$ cat src/rtl/ahb2apb_pkg.sv
`default_nettype none
// ============================================================================
//  Module   : ahb2apb_pkg
//  Brief    : Shared FSM state encoding and response error codes for the
//             APB transfer sequencer.
//  Revision : 1.0
// ============================================================================
package ahb2apb_pkg;

  typedef enum logic [2:0] {
    IDLE   = 3'd0,
    LOAD   = 3'd1,
    SETUP  = 3'd2,
    ACCESS = 3'd3,
    RESP   = 3'd4,
    HOLD   = 3'd5
  } state_e;

  localparam logic [1:0] ERR_OK  = 2'b00;
  localparam logic [1:0] ERR_SLV = 2'b01;
  localparam logic [1:0] ERR_TMO = 2'b10;
  localparam logic [1:0] ERR_DEC = 2'b11;

  function automatic int max_int(input int a, input int b);
    return (a > b) ? a : b;
  endfunction

endpackage
`default_nettype wire

$ cat src/rtl/apb_xfer_sequencer.sv
`default_nettype none
// ============================================================================
//  Module   : apb_xfer_sequencer
//  Brief    : Drains the PCLK-side mailbox one request at a time and runs a
//             single APB SETUP/ACCESS transfer with a PREADY timeout.
//  Revision : 1.0
// ============================================================================
module apb_xfer_sequencer
  import ahb2apb_pkg::*;
#(
  parameter int ADDR_W    = 32,
  parameter int DATA_W    = 32,
  parameter int SEL_W     = 3,
  parameter int NSLV      = 4,
  parameter int TIMEOUT   = 256,
  parameter int RESP_HOLD = 6
) (
  input  logic                   pclk,
  input  logic                   preset,
  input  logic                   p_req_valid,
  output logic                   p_req_accept,
  input  logic [ADDR_W-1:0]      p_req_addr,
  input  logic [DATA_W-1:0]      p_req_wdata,
  input  logic                   p_req_write,
  input  logic [SEL_W-1:0]       p_req_sel,
  output logic                   p_resp_valid,
  output logic [DATA_W-1:0]      p_resp_rdata,
  output logic [1:0]             p_resp_err,
  output logic [ADDR_W-1:0]      paddr,
  output logic [DATA_W-1:0]      pwdata,
  output logic                   pwrite,
  output logic [NSLV-1:0]        psel,
  output logic                   penable,
  input  logic [NSLV*DATA_W-1:0] prdata,
  input  logic [NSLV-1:0]        pready,
  input  logic [NSLV-1:0]        pslverr
);

  // One counter serves both the ACCESS timeout and the post-response hold.
  localparam int CNT_MAX = max_int(max_int(TIMEOUT, RESP_HOLD), 1);
  localparam int CNT_W   = $clog2(CNT_MAX + 1);
  localparam logic [CNT_W-1:0] TMO_LAST  = CNT_W'((TIMEOUT   > 0) ? TIMEOUT   - 1 : 0);
  localparam logic [CNT_W-1:0] HOLD_LAST = CNT_W'((RESP_HOLD > 0) ? RESP_HOLD - 1 : 0);

  state_e              state_q;
  logic [CNT_W-1:0]    cnt_q;
  logic [NSLV-1:0]     psel_q;
  logic                penable_q;
  logic [ADDR_W-1:0]   paddr_q;
  logic [DATA_W-1:0]   pwdata_q;
  logic                pwrite_q;
  logic                resp_valid_q;
  logic [DATA_W-1:0]   resp_rdata_q;
  logic [1:0]          resp_err_q;

  logic [NSLV-1:0]     sel_oh_d;
  logic                sel_ok;
  logic                slv_ready;
  logic                slv_err;
  logic [DATA_W-1:0]   slv_rdata;

  // Out-of-range selects decode to all-zeros, which doubles as the decode error.
  always_comb begin
    sel_oh_d = '0;
    for (int i = 0; i < NSLV; i++) begin
      if (int'(p_req_sel) == i) sel_oh_d[i] = 1'b1;
    end
  end

  assign sel_ok = |sel_oh_d;

  // The registered one-hot select is the internal slave index for the return path.
  always_comb begin
    slv_rdata = '0;
    for (int i = 0; i < NSLV; i++) begin
      if (psel_q[i]) slv_rdata = slv_rdata | prdata[i*DATA_W +: DATA_W];
    end
  end

  assign slv_ready = |(pready & psel_q);
  assign slv_err   = |(pslverr & psel_q);

  assign p_req_accept = (state_q == IDLE) && p_req_valid && !preset;

  always_ff @(posedge pclk or posedge preset) begin
    if (preset) begin
      state_q      <= IDLE;
      cnt_q        <= '0;
      psel_q       <= '0;
      penable_q    <= 1'b0;
      paddr_q      <= '0;
      pwdata_q     <= '0;
      pwrite_q     <= 1'b0;
      resp_valid_q <= 1'b0;
      resp_rdata_q <= '0;
      resp_err_q   <= ERR_OK;
    end else begin
      resp_valid_q <= 1'b0;
      case (state_q)
        IDLE: begin
          if (p_req_valid) state_q <= LOAD;
        end
        LOAD: begin
          paddr_q  <= p_req_addr;
          pwdata_q <= p_req_wdata;
          pwrite_q <= p_req_write;
          cnt_q    <= '0;
          if (sel_ok) begin
            psel_q  <= sel_oh_d;
            state_q <= SETUP;
          end else begin
            resp_rdata_q <= '0;
            resp_err_q   <= ERR_DEC;
            resp_valid_q <= 1'b1;
            state_q      <= RESP;
          end
        end
        SETUP: begin
          penable_q <= 1'b1;
          state_q   <= ACCESS;
        end
        ACCESS: begin
          if (slv_ready) begin
            resp_rdata_q <= pwrite_q ? '0 : slv_rdata;
            resp_err_q   <= slv_err ? ERR_SLV : ERR_OK;
            resp_valid_q <= 1'b1;
            psel_q       <= '0;
            penable_q    <= 1'b0;
            state_q      <= RESP;
          end else if ((TIMEOUT != 0) && (cnt_q == TMO_LAST)) begin
            resp_rdata_q <= '0;
            resp_err_q   <= ERR_TMO;
            resp_valid_q <= 1'b1;
            psel_q       <= '0;
            penable_q    <= 1'b0;
            state_q      <= RESP;
          end else begin
            cnt_q <= cnt_q + 1'b1;
          end
        end
        RESP: begin
          cnt_q   <= '0;
          state_q <= (RESP_HOLD == 0) ? IDLE : HOLD;
        end
        HOLD: begin
          if (cnt_q == HOLD_LAST) begin
            cnt_q   <= '0;
            state_q <= IDLE;
          end else begin
            cnt_q <= cnt_q + 1'b1;
          end
        end
        default: state_q <= IDLE;
      endcase
    end
  end

  assign p_resp_valid = resp_valid_q;
  assign p_resp_rdata = resp_rdata_q;
  assign p_resp_err   = resp_err_q;
  assign paddr        = paddr_q;
  assign pwdata       = pwdata_q;
  assign pwrite       = pwrite_q;
  assign psel         = psel_q;
  assign penable      = penable_q;

endmodule
`default_nettype wire

$ cat config.mk
export PLATFORM = sky130hd
export DESIGN_NAME = apb_xfer_sequencer
export DESIGN_NICKNAME = d
export VERILOG_FILES = /design/src/rtl/ahb2apb_pkg.sv /design/src/rtl/apb_xfer_sequencer.sv
export SDC_FILE = /design/constraint.sdc
export NUM_CORES = 1
export LEC_CHECK = 0
export ABC_CLOCK_PERIOD_IN_PS = 8039
export CAP_MARGIN = 30
export CORE_AREA = 2 2 122 124
export CTS_CLUSTER_SIZE = 30
export DETAILED_ROUTE_END_ITERATION = 16
export DIE_AREA = 0 0 124 126
export GPL_TIMING_DRIVEN = 0
export PLACE_DENSITY = 0.79
export SLEW_MARGIN = 15
export SYNTH_ARGS = -nofsm -noshare
export SYNTH_HDL_FRONTEND = slang
export SYNTH_SLANG_ARGS = --single-unit
$ cat constraint.sdc
create_clock -name pclk -period 8.04 [get_ports pclk]
set_input_delay 0.804 -clock pclk [delete_from_list [all_inputs] [get_ports pclk]]
set_output_delay 0.804 -clock pclk [all_outputs]
set_load 0.02 [all_outputs]
After elaboration in Yosys (flattened, before gate mapping)
Cells that the tools add are included.
Word-level totals
  bits in registers: 117
  bits of input ports: 207
  output and inout bits: 106
Operators by class
  $add $sub $neg: 1
  equality and inequality tests: 17
  muxes and demuxes: 39
  bitwise logic cells: 5
  reductions and logical operators: 17
Operator list (count)
  32-bit two-way mux: 8
  32-bit OR: 3
  32-bit one-hot mux with 2 select lines: 1
  9-bit two-way mux: 3
  9-bit one-hot mux with 3 select lines: 1
  3-bit one-hot mux with 6 select lines: 1
  3-bit two-way mux: 5
  3-bit == test, second input constant: 4
  4-bit two-way mux: 3
  2-bit inequality test, second input constant: 6
  3-bit AND reduction: 4
  4-bit OR reduction: 3
  1-bit two-way mux: 10
  9-bit by 1-bit adder with 9-bit output, second input constant: 1
  3-bit by 2-bit == test with 1-bit output, second input constant: 3
  9-bit by 3-bit == test with 1-bit output, second input constant: 1
  9-bit by 8-bit == test with 1-bit output, second input constant: 1
  4-bit bitwise AND: 2
  4-bit one-hot mux with 2 select lines: 1
  3-bit zero test: 2
  2-bit two-way mux: 3
  1-bit one-hot mux with 2 select lines: 2
  2-bit one-hot mux with 2 select lines: 1
  2-bit nonzero test: 2
  other kinds (7): 8

Logic depth before layout (Yosys ltp)
  depth in word-level cells: 10
  mapped depth: 9

Worst setup path before layout
Ideal clock, no wire load.
  path kind: input-to-output
  from: input preset
  to: output p_req_accept
  data arrival time: 3978 ps
  path slack: 3258 ps
  stages: 3
  path buffers: 0
  cells stage by stage: inv_1 -> nand3_1 -> nor3_1
On the way
  word-level cells in the longest chain between the ends: 2
Ends and longest elaborated chain
  from (decl): RTL line apb_xfer_sequencer.sv:19  | input logic preset,
  1-bit zero test (no source line)
  1-bit logical AND: RTL line apb_xfer_sequencer.sv:83  | assign p_req_accept = (state_q == IDLE) && p_req_valid && !preset;
  to (decl): RTL line apb_xfer_sequencer.sv:21  | output logic p_req_accept,
Every way passes these cells.

Worst setup path in the final report
Same ends and word-level chain as after synthesis.

==> impl_metrics.py <==
metrics = {
    "status": {
        "status": "finished, final reports clean",
    },
    "floorplan": {
        "pin_count": 313,
        "std_cell_rows": 44,
        "die_area_um2": 15600,
        "core_region_area_um2": 14300,
        "initial_core_util_pct": 37.9,
        "fp.dieW_um": 124,
        "die_h_um": 126,
    },
    "yosys": {
        "syn_area_um2": 5420,
        "ys_ff_latch": 117,
        "yosysSeqAreaShare_pct": 54.0,
        "syn_avg_cell_area_um2": 13.3,
        "ys_warn_count": 0,
        "synthCells": 406,
        "syn-num-nets": 616,
        "ys_types": 39,
    },
    "global_route": {
        "grt_pass1_vias": 5366,
        "antenna_found_initial": 1,
        "grt_pass1_wl_mm": 28.1,
        "grt_max_degree": 72,
        "grt_usage_pct": 23.8,
        "grt_overflow": 0,
    },
    "job": {
        "max_cap_violations": 0,
    },
    "cells_and_area": {
        "nets": 948,
        "final_cell_mix": "312 x clkdlybuf4s50_1, 117 x dfrtp_1, 69 x mux2_2, 35 x a22o_1, 33 x a221oi_1",
        "instances_no_fill": 935,
        "final_common_cell": "clkdlybuf4s50_1",
        "drive_gt1_share_pct": 18.9,
        "syn_to_final_growth_pct": 74.1,
        "diodes": 0,
        "fillers": 1082,
    },
    "placement": {
        "place_hpwl_mm": 14.3,
        "portBuffers": 312,
        "dp_cells": 903,
        "gp_congestion": 0.848,
    },
    "worst_setup_path": {
        "crit_family": "buffers and inverters",
        "worst-path-buf-inv": 4,
        "crit_top_cell": "clkdlybuf4s50_1",
        "cpPeakStageDelay_ns": 0.64,
        "critPathLaunchType": "input port",
        "required_ns": 7.24,
        "worstPathMaxFanout": 71,
        "crit_path_end_kind": "output pin",
        "worstPathCellList": "clkdlybuf4s50_1 -> inv_6 -> buf_16 -> nand3_1 -> nor3_1 -> clkdlybuf4s50_1",
        "cp.arrival_ns": 2.95,
        "slowest_stage": "clkdlybuf4s50_1",
        "crit_type": "input port to output pin",
    },
    "routing": {
        "firstDrtPassIters": 4,
        "wl_per_cell_um": 20.0,
        "drtIter0Drc": 144,
        "route.vias.total": 4926,
        "ant_nets": 0,
        "via_per_inst": 5.27,
        "drc": 0,
        "routed_wl_mm": 18.7,
    },
    "clocking": {
        "hold_buffers": 0,
        "insertion_delay_ns": 0.41,
        "post_cts_buffers": 0,
        "clk_path_buf_depth": 2,
        "numCtsBuffers": 17,
        "cts_resized": 0,
        "htree_num_levels": 4,
        "clk_pin_slew_worst_paths_ns": 0.05,
        "cts-root-buf": "clkbuf_16",
        "cts_num_sinks": 117,
        "cts_tree": "done",
    },
    "hold_path": {
        "hold_path.class": "register to register",
    },
    "sta": {
        "grt_setup_unrepaired": "no",
        "fin_crit_sh_pct": 46.6,
        "tightest_slew_ns": 0.617,
        "fmax_mhz": 267,
        "hold_viol": 0,
        "slew_headroom_pct": 58.5,
        "hold_ws_ns": 0.488,
        "final.min_clock_period_ns": 3.75,
        "setup_viol": 0,
        "finalMaxSlewViolations": 0,
        "tns_ns": 0,
        "clock_skew_ns": 0.00598,
    },
    "power_and_ir_drop": {
        "ir_drop_v": 0.000144,
        "powerDensity_nw_per_um2": 161,
        "p_leak_nw": 3.97,
    },
}
flip-flops by register name, indices dropped and copies added, names as in the netlist:
| name | flops |
|---|---|
| cnt_q | 9 |
| p_resp_valid | 1 |
| psel | 4 |
| state_q | 3 |
| p_resp_err | 2 |
| p_resp_rdata | 32 |
| paddr | 32 |
| penable | 1 |
| pwrite | 1 |
| pwdata | 32 |
power by group:
| group | switching, mW | leakage, nW | total, mW | internal (mW) |
|---|---|---|---|---|
| logic | 0.0294 | 2.07 | 0.119 | 0.0894 |
| registers | 0 | 1.59 | 0.590 | 0.590 |
| clock network | 0.258 | 0.308 | 0.813 | 0.555 |
layer usage:
layer | share of wire (%) | vias up | GRT usage [%]
li1 | - | 2253 | -
met1 | 37 | 2384 | 24.9
met2 | 51 | 251 | 42.3
met3 | 10 | 36 | 9.42
met4 | 2.1 | 2 | 9.52
met5 | 0.059 | - | 0
cell type report:
type                    count  area [µm²]  share of cell area, %
multi-input cells         245        2270                   24.0
repair buffers            313        3150                   33.4
inverters                   8        35.0                  0.371
flip-flops and latches    117        2930                   31.0
plain buffers              36         193                   2.04
clock buffers              22         454                   4.81
well taps                 184         230                   2.44
clock inverters            10         178                   1.88
per-stage QoR:
stage	cell area [µm²]	utilization (%)	setup slack, ns	total power, mW
after detailed placement	8800	61.5	4.21	0.719
final	9440	65.9	4.29	1.52
after floorplan	5420	-	3.26	0.610
after CTS	9440	65.9	4.22	1.54
after global placement	8770	61.3	1.61	0.715
after global routing	9440	65.9	4.03	1.57
logic make-up (layout without fill, tap and decap cells):
group	Yosys count	count (layout)	share of synthesized area (%)
AOI/OAI and AO/OA	133	133	22.3
DFF	117	117	54.0
muxes	70	70	14.5
buffers and inverters	44	389	4.11
and+or+nand+nor	39	39	4.34
adders and majority gates	3	3	0.693
Yosys cell counts:
cell	n	area [µm²]
o21a_1	1	7.51
or3b_1	1	8.76
and4_1	1	8.76
and4b_1	2	20.0
ha_1	3	37.5
o22ai_1	2	12.5
inv_1	8	30.0
nor2_1	5	18.8
a221oi_1	33	289
o21ai_0	11	55.1
o21bai_1	1	7.51
buf_6	4	45.0
o31ai_1	2	15.0
or4_1	1	7.51
nand2b_4	1	13.8
o2bb2ai_2	20	300
a22o_1	35	307
o211ai_1	2	15.0
mux2i_1	1	10.0
buf_4	3	22.5
nor4b_1	2	17.5
dfrtp_1	117	2930
clkbuf_1	16	60.1
or3_2	1	7.51
nor3b_1	1	7.51
a41oi_1	1	8.76
o31a_1	1	8.76
buf_2	13	65.1
and3_1	4	25.0
or3_1	5	31.3
mux2_2	69	777
o2bb2ai_1	12	105
a2bb2oi_2	1	15.0
or2_0	1	6.26
a21oi_1	9	45.0
nand3_1	6	30.0
o22a_1	2	17.5
nand2_1	6	22.5
nor3_1	2	10.0
path summary, 6_finish.rpt:
check | from | end | cells after the start | slack, ns
max in group asynchronous | preset | p_resp_err[0] | 3 | 6.54
worst max register to register | cnt_q[0] | cnt_q[0] | 8 | 5.29
worst min register to register | p_resp_rdata[2] | p_resp_rdata[2] | 1 | 0.49
worst max-delay path | preset | p_req_accept | 6 | 4.29
min in group asynchronous | preset | paddr[5] | 2 | 0.79
worst min-delay path | p_resp_rdata[2] | p_resp_rdata[2] | 1 | 0.49
worst reg2reg max path, cell delays in order, from the launching register on:
cell	delay [ns]
dfrtp_1	0.42
ha_1	0.24
and3_1	0.18
and3_1	0.16
ha_1	0.21
or3b_1	0.41
o31ai_1	0.53
o21ai_0	0.28
o21ai_0	0.22
(Power assumes the default switching activity.)
